File: src/rtl/pb_level_ctrl.sv
// Pushbutton front end: syncs and debounces the pb bus, then turns accepted presses
// into a held level (presented one-hot), a 3-bit selector and an activity flag.
module pb_level_ctrl #(
    parameter int DEBOUNCE_CYCLES = 2
) (
    input  logic        hz100,
    input  logic        reset,
    input  logic [20:0] pb,
    output logic [15:0] level_onehot,
    output logic [2:0]  sel,
    output logic        active,
    output logic        changed
);

    localparam logic [3:0] CNT_MAX = 4'(DEBOUNCE_CYCLES - 1);

    logic [20:0] s1, s2, cand, db, db_q;
    logic [3:0]  cnt;
    logic [20:0] rise;
    logic        unused_rise20;

    // One shared candidate: any change on any bit restarts the stability window.
    always_ff @(posedge hz100 or negedge reset) begin
        if (!reset) begin
            s1   <= '0;
            s2   <= '0;
            cand <= '0;
            cnt  <= '0;
            db   <= '0;
            db_q <= '0;
        end else begin
            s1   <= pb;
            s2   <= s1;
            db_q <= db;
            if (s2 != cand) begin
                cand <= s2;
                cnt  <= '0;
            end else if (cnt == CNT_MAX) begin
                db   <= cand;
            end else begin
                cnt  <= cnt + 4'd1;
            end
        end
    end

    assign rise          = db & ~db_q;
    assign unused_rise20 = rise[20];

    logic [3:0] level, nxt_level, hi;
    logic [2:0] nxt_sel;
    logic       nxt_active;

    always_comb begin
        hi = '0;
        for (int i = 0; i < 16; i++)
            if (rise[i]) hi = 4'(i);
    end

    always_comb begin
        nxt_level  = level;
        nxt_sel    = sel;
        nxt_active = active;
        if (rise[19]) begin
            nxt_level  = '0;
            nxt_sel    = '0;
            nxt_active = 1'b0;
        end else begin
            if (|rise[15:0]) begin
                nxt_level  = hi;
                nxt_active = 1'b1;
            end else if (rise[16] && !rise[17]) begin
                if (!active) begin
                    nxt_active = 1'b1;
                    nxt_level  = '0;
                end else if (level != 4'd15) begin
                    nxt_level  = level + 4'd1;
                end
            end else if (rise[17] && !rise[16]) begin
                if (active && level != 4'd0)
                    nxt_level = level - 4'd1;
            end
            if (rise[18])
                nxt_sel = sel + 3'd1;
        end
    end

    always_ff @(posedge hz100 or negedge reset) begin
        if (!reset) begin
            level        <= '0;
            sel          <= '0;
            active       <= 1'b0;
            level_onehot <= '0;
            changed      <= 1'b0;
        end else begin
            level        <= nxt_level;
            sel          <= nxt_sel;
            active       <= nxt_active;
            level_onehot <= nxt_active ? (16'h0001 << nxt_level) : 16'h0000;
            changed      <= (nxt_level != level) || (nxt_sel != sel) || (nxt_active != active);
        end
    end

endmodule

File: config.mk
export PLATFORM = sky130hd
export DESIGN_NAME = pb_level_ctrl
export DESIGN_NICKNAME = d
export VERILOG_FILES = /design/src/rtl/pb_level_ctrl.sv
export SDC_FILE = /design/constraint.sdc
export NUM_CORES = 1
export LEC_CHECK = 0
export BUFFER_PORTS_ARGS = -buffer_cell sky130_fd_sc_hd__buf_4
export CAP_MARGIN = 20
export CORE_ASPECT_RATIO = 1.25
export CORE_UTILIZATION = 58
export DETAILED_ROUTE_END_ITERATION = 8
export PLACE_DENSITY = 0.82
export SLEW_MARGIN = 10
export SYNTH_ARGS = -nofsm -noshare
export SYNTH_HDL_FRONTEND = slang
export SYNTH_SLANG_ARGS = --single-unit
File: constraint.sdc
create_clock -name hz100 -period 2.5 [get_ports hz100]
set_input_delay 0.125 -clock hz100 [delete_from_list [all_inputs] [get_ports hz100]]
set_output_delay 0.125 -clock hz100 [all_outputs]
set_load 0.03 [all_outputs]
==> run summary <==
Status: complete, no violations
Synth Flop Type: dfrtp_1
Share of cells above drive strength 1: 31.45%
GPL Wtd Cong: 0.9001
Largest net degree at the start of global routing: 82
Final Hold Vio Count: 0
Grt total ovfl: 0
Die area: 9013 um^2
CTS tree: built
Cell Count, Final, Fillers Out: 558
Yosys Warn Count: 0
RSZ-0062 raised after global routing: true
Placed instance count: 499
Critical path launch point type: register
Async set-or-reset flop fraction in the synthesized netlist: 100.0%
Wirelength, routed: 10100 um
Crit path time final: 2.481 ns
Synth area leader: dfrtp_1
Max Freq: 0.4031 GHz
Number of global-route vias before repair: 3307
Clock transition at the registers of the reported paths: 0.06 ns
Worst Path Required: 2.94 ns
Slew @ Worst Pin: 0.7709 ns
Worst slew margin: 48.50%
# IOs: 44
Nets: 476
Post-synthesis sequential area ratio: 65.95%
Drt drc: 0
Pleak: 3.029 nW
Worst reg2reg path depth: 8
Tot Pwr: 0.004724 W
Final worst path period share: 99.23%
Total GRT Usage: 25.11%
Clock Skews: 0.008972 ns
Synthesized flop and latch total: 132
Setup crit end kind: register
Hold Path Class: in -> async
WL met3: 315 um
Cell area after synthesis: 5009 um^2
Crit Path Class: reg -> reg
Synth cell types: 59
CTS Buf Count: 17
Mean Syn Cell Area: 13.39 um^2
Mapped Nets: 402
Critical path peak fanout: 5
Core ar.: 8287 um^2
Met2 WL: 5461 um
Max layer used: met4
Top post-synthesis cells by count: dfrtp_1 (132), clkbuf_1 (21), nor2b_1 (21), mux2_2 (20), nor2_1 (20)
Worst r2r src: level[0]$_DFF_PN0_
Initial Utilization: 60.44%
Area share of the largest cell type after synthesis: 65.95%
EDFF count, synth: 0
Fill cells: 483
Dpl hpwl: 5899 um
H-tree level count: 4
Clk buf depth: 2
Final setup viols: 0
Port-buffer cells: 43
Pwr/cell area: 746.9 nW/um^2
M1 WL: 4030 um
Max Slew Vio Count: 0
1st-iter DRT viols: 95
Drt first pass iters: 4
Vias per Instance: 5.480
Post-Syn Instances: 374
Antenna fix cells: 0
First-pass GRT wire length: 16440 um
Peak supply drop: 0.0008517 V
Root Driver: clkbuf_8
Vias: 3058
Sequential cell area: 3304 um^2
DIE WIDTH: 85.12 um
Clk sink count: 132
Rows: 37
Multi-input gate area: 1615 um^2
Area contributors post-synth: dfrtp_1 (66%), mux2_2 (4.5%), xor2_1 (3.1%)
Reg-to-reg endpoint: level_onehot[12]$_DFF_PN0_
Synth-to-layout area growth: 26.28%
Initial antenna violation count: 0
DRT antenna net count: 0
Critical path arrival: 2.92 ns
Most instantiated library cell after synthesis: dfrtp_1
Wire length per cell: 18.10 um
Worst-Skew Late Latency: 0.52 ns
Max-cap violations: 0
Setup_tns: 0 ns
R2r setup slk: 0.02 ns
Die Ht: 105.9 um
==> cell usage in the layout, fill, tap and decap left out, types with 4 or more instances in the layout <==
cell type,Yosys,layout
xor2_1,18,18
and2_1,4,4
nor4_2,3,5
clkbuf_16,0,16
nand3_1,5,4
nor3_2,5,4
nand2_1,10,10
nand4_1,6,6
o21ai_0,5,5
mux2_2,20,20
dlygate4sd3_1,0,22
nor2_1,20,20
dfrtp_1,132,131
nand2b_1,5,5
mux2i_1,4,4
clkinvlp_4,0,4
a21oi_1,7,7
a211oi_1,5,4
nor3_1,17,17
nor2b_1,21,21
ha_1,5,4
xnor2_1,7,7
buf_4,0,60
==> registers in the layout, indices dropped and copies added, names as in the netlist <==
name	cells
level	4
cnt	4
active	1
s1	21
changed	1
db_q	20
db	20
sel	3
s2	21
level_onehot	16
cand	21
==> critical path, stage by stage, from the launching register on <==
cell	delay, ns
dfrtp_1	0.42
inv_2	0.08
ha_4	0.17
a2111o_1	0.51
and3_4	0.20
o21bai_4	0.13
a21oi_4	0.08
or4_4	0.62
nor3_4	0.18
==> cell type report <==
type / count / share of cell area [%]
clock buffers: 18 / 6.607
multi-input cells: 208 / 25.54
flip-flops and latches: 132 / 52.25
clock inverters: 14 / 2.413
well taps: 97 / 1.919
repair buffers: 83 / 10.92
inverters: 6 / 0.3561
==> through the flow <==
stage / hold slack (ns) / worst slack (ns) / cell area, um^2 / util [%]
after detailed placement: 0.06215 / 0.06994 / 5419 / 65.39
after global routing: 0.1078 / -0.04772 / 6325 / 76.32
final: 0.08102 / 0.01927 / 6325 / 76.32
after global placement: 0.04815 / 0.1175 / 5419 / 65.39
after CTS: 0.06384 / 0.05458 / 6216 / 75.01
after floorplan: -0.1706 / 0.2397 / 5009 / -
==> routing by layer <==
metal,track usage [%],up-vias
met5,0,-
met4,15.50,0
met3,6.211,24
met2,43.03,91
met1,28.03,1518
li1,-,1425
==> kinds of logic after synthesis <==
group | share of synthesized area, %
adder cells (fa/ha/maj) | 1.249
AO/OA/AOI/OAI | 5.596
buffers and inverters | 3.323
multiplexers | 5.296
XOR/XNOR | 4.372
flip-flops | 65.95
AND/OR/NAND/NOR | 14.21
==> timing repair <==
action	CTS	global route
gates resized for setup	1	15
setup buffers	0	5
pin swaps	0	7
hold buffers	22	0
endpoints found under the setup margin	20	33
hold endpoints to repair	153	0
==> worst max-delay path by stage <==
stage / startpoint / end / slack (ns) / depth (start not counted)
after CTS: level[0]$_DFF_PN0_ / level_onehot[4]$_DFF_PN0_ / 0.05 / 7
final: level[0]$_DFF_PN0_ / level_onehot[12]$_DFF_PN0_ / 0.02 / 8
after global routing: level[0]$_DFF_PN0_ / level_onehot[12]$_DFF_PN0_ / -0.05 / 8
after floorplan: level[0]$_DFF_PN0_ / level_onehot[0]$_DFF_PN0_ / 0.24 / 7
after global placement: level[0]$_DFF_PN0_ / level_onehot[0]$_DFF_PN0_ / 0.12 / 7
after detailed placement: level[0]$_DFF_PN0_ / level_onehot[4]$_DFF_PN0_ / 0.07 / 7
==> report_power, final <==
group          internal [W]  switching [W]
logic             0.0000654      0.0000681
registers           0.00219      0.0000362
clock network       0.00143       0.000938
(Power assumes the default switching activity.)
